### src/rtl/uart_pkg.sv
// Shared definitions for the UART receive path: framer states, sample points
// and the 3-sample majority vote.
package uart_pkg;

    typedef enum logic [1:0] {
        IDLE  = 2'd0,
        START = 2'd1,
        DATA  = 2'd2,
        STOP  = 2'd3
    } rxState_t;

    localparam int unsigned DEF_BIT_CELLS = 16;
    localparam int unsigned SAMPLE_A      = 7;
    localparam int unsigned SAMPLE_B      = 8;
    localparam int unsigned VOTE_CNT      = 9;
    localparam int unsigned LAST_CNT      = DEF_BIT_CELLS - 1;

    function automatic logic majority3(input logic a, input logic b, input logic c);
        return (a & b) | (a & c) | (b & c);
    endfunction

endpackage

### src/rtl/uart_rx_fifo.sv
// Show-ahead receive FIFO: head is read combinationally from storage; a push
// and a pop in the same cycle both take effect, even when full.
module uart_rx_fifo #(
    parameter int unsigned WIDTH = 8,
    parameter int unsigned DEPTH = 4
) (
    input  logic                     sys_clk,
    input  logic                     sys_rst_l,
    input  logic                     push,
    input  logic [WIDTH-1:0]         push_data,
    input  logic                     pop,
    output logic [WIDTH-1:0]         head,
    output logic [$clog2(DEPTH):0]   count,
    output logic                     full,
    output logic                     empty
);

    localparam int unsigned AW = $clog2(DEPTH);

    logic [WIDTH-1:0] mem [DEPTH];
    logic [AW-1:0]    wrPtr;
    logic [AW-1:0]    rdPtr;
    logic             doPush;
    logic             doPop;

    always_comb begin
        full   = (count == (AW + 1)'(DEPTH));
        empty  = (count == '0);
        doPop  = pop && !empty;
        doPush = push && (!full || doPop);
        head   = mem[rdPtr];
    end

    always_ff @(posedge sys_clk) begin
        if (!sys_rst_l) begin
            wrPtr <= '0;
            rdPtr <= '0;
            count <= '0;
            for (int i = 0; i < int'(DEPTH); i++) begin
                mem[i] <= '0;
            end
        end else begin
            if (doPush) begin
                mem[wrPtr] <= push_data;
                wrPtr      <= wrPtr + 1'b1;
            end
            if (doPop) begin
                rdPtr <= rdPtr + 1'b1;
            end
            case ({doPush, doPop})
                2'b10:   count <= count + 1'b1;
                2'b01:   count <= count - 1'b1;
                default: count <= count;
            endcase
        end
    end

endmodule

### src/rtl/uart_rx_buffered.sv
// UART receiver: 2-flop synchronizer, 16x-oversampled framer with majority
// voting and stop-bit check, feeding a small show-ahead FIFO.
module uart_rx_buffered
    import uart_pkg::*;
#(
    parameter int unsigned WORD_LEN   = 8,
    parameter int unsigned BIT_CELLS  = DEF_BIT_CELLS,
    parameter int unsigned FIFO_DEPTH = 4
) (
    input  logic                          sys_clk,
    input  logic                          sys_rst_l,
    input  logic                          uart_dataH,
    output logic [WORD_LEN-1:0]           rx_dataH,
    output logic                          rx_validH,
    input  logic                          rx_popH,
    output logic [$clog2(FIFO_DEPTH):0]   fifo_countH,
    output logic                          frame_errH,
    output logic                          overrunH
);

    localparam int unsigned CW = $clog2(BIT_CELLS);
    localparam int unsigned BW = $clog2(WORD_LEN + 2);

    localparam logic [CW-1:0] sampleA = CW'(SAMPLE_A);
    localparam logic [CW-1:0] sampleB = CW'(SAMPLE_B);
    localparam logic [CW-1:0] voteCnt = CW'(VOTE_CNT);
    localparam logic [CW-1:0] lastCnt = CW'(BIT_CELLS - 1);
    localparam logic [BW-1:0] lastBit = BW'(WORD_LEN);

    logic                syncMeta;
    logic                rxs;
    rxState_t            state;
    logic [CW-1:0]       cnt;
    logic [BW-1:0]       bidx;
    logic                s7;
    logic                s8;
    logic                vote;
    logic [WORD_LEN-1:0] shiftReg;
    logic                pushReq;
    logic                fifoFull;
    logic                fifoEmpty;

    always_ff @(posedge sys_clk) begin
        if (!sys_rst_l) begin
            syncMeta <= 1'b1;
            rxs      <= 1'b1;
        end else begin
            syncMeta <= uart_dataH;
            rxs      <= syncMeta;
        end
    end

    always_comb begin
        vote      = majority3(s7, s8, rxs);
        pushReq   = (state == STOP) && (cnt == voteCnt) && vote;
        rx_validH = !fifoEmpty;
    end

    always_ff @(posedge sys_clk) begin
        if (!sys_rst_l) begin
            state      <= IDLE;
            cnt        <= '0;
            bidx       <= '0;
            s7         <= 1'b1;
            s8         <= 1'b1;
            shiftReg   <= '0;
            frame_errH <= 1'b0;
            overrunH   <= 1'b0;
        end else begin
            frame_errH <= 1'b0;
            overrunH   <= 1'b0;
            if (cnt == sampleA) s7 <= rxs;
            if (cnt == sampleB) s8 <= rxs;
            case (state)
                IDLE: begin
                    cnt  <= '0;
                    bidx <= '0;
                    // The detection cycle itself is cell count 0.
                    if (!rxs) begin
                        state <= START;
                        cnt   <= CW'(1);
                    end
                end
                START: begin
                    cnt <= cnt + 1'b1;
                    if (cnt == voteCnt && vote) begin
                        state <= IDLE;
                        cnt   <= '0;
                    end else if (cnt == lastCnt) begin
                        state <= DATA;
                        bidx  <= BW'(1);
                    end
                end
                DATA: begin
                    cnt <= cnt + 1'b1;
                    if (cnt == voteCnt) begin
                        shiftReg <= {vote, shiftReg[WORD_LEN-1:1]};
                    end
                    if (cnt == lastCnt) begin
                        bidx <= bidx + 1'b1;
                        if (bidx == lastBit) state <= STOP;
                    end
                end
                STOP: begin
                    cnt <= cnt + 1'b1;
                    // Leave at mid-stop so the next falling edge resyncs.
                    if (cnt == voteCnt) begin
                        state <= IDLE;
                        cnt   <= '0;
                        if (!vote) begin
                            frame_errH <= 1'b1;
                        end else if (fifoFull && !rx_popH) begin
                            overrunH <= 1'b1;
                        end
                    end
                end
                default: state <= IDLE;
            endcase
        end
    end

    uart_rx_fifo #(
        .WIDTH (WORD_LEN),
        .DEPTH (FIFO_DEPTH)
    ) u_fifo (
        .sys_clk   (sys_clk),
        .sys_rst_l (sys_rst_l),
        .push      (pushReq),
        .push_data (shiftReg),
        .pop       (rx_popH),
        .head      (rx_dataH),
        .count     (fifo_countH),
        .full      (fifoFull),
        .empty     (fifoEmpty)
    );

endmodule

### config.mk
export PLATFORM = sky130hd
export DESIGN_NAME = uart_rx_buffered
export DESIGN_NICKNAME = d
export VERILOG_FILES = /design/src/rtl/uart_pkg.sv /design/src/rtl/uart_rx_fifo.sv /design/src/rtl/uart_rx_buffered.sv
export SDC_FILE = /design/constraint.sdc
export NUM_CORES = 1
export LEC_CHECK = 0
export ABC_AREA = 1
export BUFFER_PORTS_ARGS = -buffer_cell sky130_fd_sc_hd__buf_4
export CAP_MARGIN = 20
export CORE_MARGIN = 2
export CORE_UTILIZATION = 25
export CTS_BUF_LIST = sky130_fd_sc_hd__clkbuf_16
export DETAILED_ROUTE_END_ITERATION = 7
export HOLD_SLACK_MARGIN = 0.12
export PLACE_DENSITY = 0.5
export SYNTH_ARGS = -nofsm -noshare
export SYNTH_HDL_FRONTEND = slang
export SYNTH_SLANG_ARGS = --single-unit
### constraint.sdc
create_clock -name sys_clk -period 1.9 [get_ports sys_clk]
set_input_delay 0 -clock sys_clk [delete_from_list [all_inputs] [get_ports sys_clk]]
set_output_delay 0 -clock sys_clk [all_outputs]
set_load 0.02 [all_outputs]
==> impl_metrics.env <==
export IMPL_status="completed"
export IMPL_required_ns=2.11
export IMPL_setup_worst_path_start_class="flop"
export IMPL_register_area_mm2=0.00162
export IMPL_cpMostUsedCell="inv_2"
export IMPL_p_total_mw=4.04
export IMPL_dp_hpwl_mm=4.35
export IMPL_syn_nets=335
export IMPL_period_share=0.974
export IMPL_rr_worst_depth=14
export IMPL_place_gp_congestion=0.789
export IMPL_crit_arrival_ns=2.06
export IMPL_yosysSeqAreaShare=0.554
export IMPL_crit_slowest_cell="dfxtp_2"
export IMPL_period_needed_ns=1.85
export IMPL_nets=383
export IMPL_hp_class="primary input to flop"
export IMPL_dr_total_vias=2279
export IMPL_whs_endpoint="syncMeta"
export IMPL_area_growth_pct=28.9
export IMPL_ys_types=29
export IMPL_row_count=39
export IMPL_peakVddDrop_mv=0.461
export IMPL_r2r_setup_slack_ns=0.05
export IMPL_antenna_found_initial=0
export IMPL_r2r_end="u_fifo.count[2]"
export IMPL_grt_use_total=0.105
export IMPL_critPathMaxFanout=2
export IMPL_grt_max_degree=27
export IMPL_cp_end_kind="flop"
export IMPL_cts_clk_slew_worst_paths_ns=0.06
export IMPL_finClkSkew_ns=0.00507
export IMPL_cts_made_buffers=9
export IMPL_drt_total_wl_mm=6.27
export IMPL_fmax_mhz=540
export IMPL_overflow=0
export IMPL_maxSlewViolCount=0
export IMPL_p_switching_mw=1.15
export IMPL_numClockSinks=65
export IMPL_setup_viol=0
export IMPL_preCtsSetupSlack_ns=-0.0114
export IMPL_core_region_area_mm2=0.0114
export IMPL_die_w_um=112
export IMPL_die_h_um=112
export IMPL_timing_final_ws_setup_ns=0.0490
export IMPL_worst_setup_path_type="flop to flop"
export IMPL_grt_pass1_wl_mm=10.4
export IMPL_multi_input_area_mm2=0.00115
export IMPL_hold_depth=3
export IMPL_worstHoldStart="uart_dataH"
export IMPL_pwr_share_comb=0.192
export IMPL_crit_start="cnt[1]"
export IMPL_intPower_mw=2.89
export IMPL_reg2reg_from="cnt[1]"
export IMPL_num_antenna_cells=0
export IMPL_max_cap_violations=0
export IMPL_leakage_nw=1.48
export IMPL_syn_area_mm2=0.00293
export IMPL_crit_chain="inv_2 -> ha_2 -> nand3_2 -> inv_2 -> nand2_4 -> nor2_8 -> inv_2 -> ha_4 -> inv_2 -> fa_2 -> a21oi_2 -> o21ai_1 -> o21ai_1 -> a21oi_1"
export IMPL_finalHoldViolCount=0
export IMPL_die_area_mm2=0.0126
export IMPL_avgViaCountPerCell=4.43
export IMPL_drtPass1Iterations=4
export IMPL_slew_headroom=0.679
export IMPL_synthCells=318
export IMPL_tns_ns=0
export IMPL_cts_max_level=3
export IMPL_ys_ff_latch=65
export IMPL_layout_drive_gt1_share=0.216
export IMPL_ys_warnings_count=0
export IMPL_max_clock_path_buffers=2
export IMPL_first_iter_violations=80
export IMPL_seq_power_share=0.399
export IMPL_slowest_delay_ns=0.34
export IMPL_root_buffer="clkbuf_16"
export IMPL_p_per_area_mw_per_mm2=1070
export IMPL_nFillCells=1202
export IMPL_portBuffers=17
export IMPL_final_util=0.330
export IMPL_postRouteAntennaNets=0
export IMPL_clockPowerShare=0.408
export IMPL_wire_per_inst_um=12.2
export IMPL_whs_ns=0.405
export IMPL_swShare=0.285
export IMPL_insertion_delay_ns=0.33
export IMPL_grt_pass1_vias=2209
export IMPL_initial_core_util=0.256
export IMPL_rsz0062_at_grt="true"
export IMPL_route_detailed_drc=0
export IMPL_synth_avg_cell_area_um2=9.20
export IMPL_io_pins=18
export IMPL_max_slew_worst_pin_slew_ns=0.481
export IMPL_tritoncts="yes"
final cells by class:
type | instances | area share
flip-flops and latches | 65 | 0.430
multi-input cells | 205 | 0.305
repair buffers | 44 | 0.0962
clock buffers | 9 | 0.0597
well taps | 143 | 0.0474
inverters | 41 | 0.0408
clock inverters | 7 | 0.0209
state kept, by name (all words and copies together) (netlist names), named ones only:
name          cells
bidx              4
cnt               4
frame_errH        1
overrunH          1
rxs               1
s7                1
s8                1
shiftReg          8
state             1
syncMeta          1
u_fifo.count      3
u_fifo.mem       32
u_fifo.rdPtr      2
u_fifo.wrPtr      2
cells in the final DEF (no fill, tap or decap), types with 3 or more instances in the layout:
cell	n
buf_4	39
dfxtp_1	32
nor2_1	58
a21oi_1	21
clkinv_4	4
nand2_4	4
inv_2	6
nand3_1	11
nand2_1	31
clkbuf_16	9
inv_1	35
ha_1	10
dlygate4sd3_1	3
o21ai_1	3
edfxtp_1	32
o21ai_0	35
o22ai_1	8
worst max-delay path, delay by kind of cell (launching register included):
family	cells	cell delay, ns
AOI/OAI and AO/OA	4	0.39
DFF	1	0.34
buffers and inverters	4	0.19
adders and majority gates	3	0.62
and+or+nand+nor	3	0.20
cell usage after synthesis:
| library cell | number | area (µm²) |
|---|---|---|
| o211a_1 | 1 | 10.0 |
| nand3_2 | 1 | 10.0 |
| edfxtp_1 | 32 | 961 |
| nor2_1 | 59 | 221 |
| o311ai_0 | 1 | 8.76 |
| nand3_1 | 11 | 55.1 |
| o21ai_1 | 1 | 5.00 |
| o22ai_1 | 8 | 50.1 |
| nand2_1 | 32 | 120 |
| nor3b_1 | 1 | 7.51 |
| a211oi_1 | 1 | 7.51 |
| ha_1 | 12 | 150 |
| nand4_2 | 1 | 12.5 |
| clkbuf_1 | 5 | 18.8 |
| dfxtp_1 | 33 | 661 |
| nor3_1 | 1 | 5.00 |
| nand4_1 | 2 | 12.5 |
| nor4_1 | 2 | 12.5 |
| xor2_1 | 1 | 8.76 |
| inv_1 | 38 | 143 |
| or2_2 | 2 | 12.5 |
| buf_2 | 2 | 10.0 |
| a31oi_1 | 2 | 12.5 |
| a21oi_1 | 22 | 110 |
| fa_1 | 1 | 20.0 |
| nand2_4 | 4 | 45.0 |
| inv_2 | 3 | 11.3 |
| nor2_8 | 2 | 40.0 |
| o21ai_0 | 37 | 185 |
worst max-delay path by stage:
| stage | end | slack (ns) | cells past startpoint |
|---|---|---|---|
| floorplan | u_fifo.count[2] | 0.01 | 14 |
| global placement | u_fifo.count[2] | 0.02 | 14 |
| detailed placement | u_fifo.count[2] | -0.01 | 14 |
| CTS | u_fifo.count[2] | 0.009 | 14 |
| global route | u_fifo.count[2] | -0.05 | 14 |
| finish | u_fifo.count[2] | 0.05 | 14 |
cells by family (layout without fill, tap and decap cells):
family,after synthesis,count (layout),share of synthesized area
DFF,65,65,0.554
and+or+nand+nor,118,118,0.189
xor gates and xnor gates,1,1,0.00299
adders and majority gates,13,13,0.0581
buffers and inverters,48,101,0.0624
AOI/OAI and AO/OA,73,73,0.133
layer usage:
layer / routed length, µm / vias up / GRT usage
met4: 124 / 0 / 0.0431
li1: - / 1166 / -
met5: 0 / - / 0
met2: 3000 / 46 / 0.173
met1: 2930 / 1054 / 0.130
met3: 217 / 13 / 0.0297
power by group through the flow:
stage	clock [mW]	combinational, mW	sequential, mW
finish	1.65	0.777	1.61
global route	1.75	0.882	1.63
CTS	1.68	0.780	1.62
detailed placement	0	0.765	1.64
global placement	0	0.756	1.64
floorplan	0	0.483	1.66
stage by stage:
stage / area (µm²) / cells
floorplan: 2930 / 318
global placement: 3400 / 493
detailed placement: 3400 / 493
CTS: 3750 / 512
global route: 3770 / 514
finish: 3770 / 514
what timing repair did:
action / in CTS / in global routing
gates cloned: 0 / 0
endpoints found under the setup margin: 1 / 14
hold buffers: 3 / 0
pin swaps: 3 / 4
resized for setup: 6 / 2
setup buffers: 0 / 2
hold endpoints to repair: 23 / 0
Power figures use the tool's default switching activity.
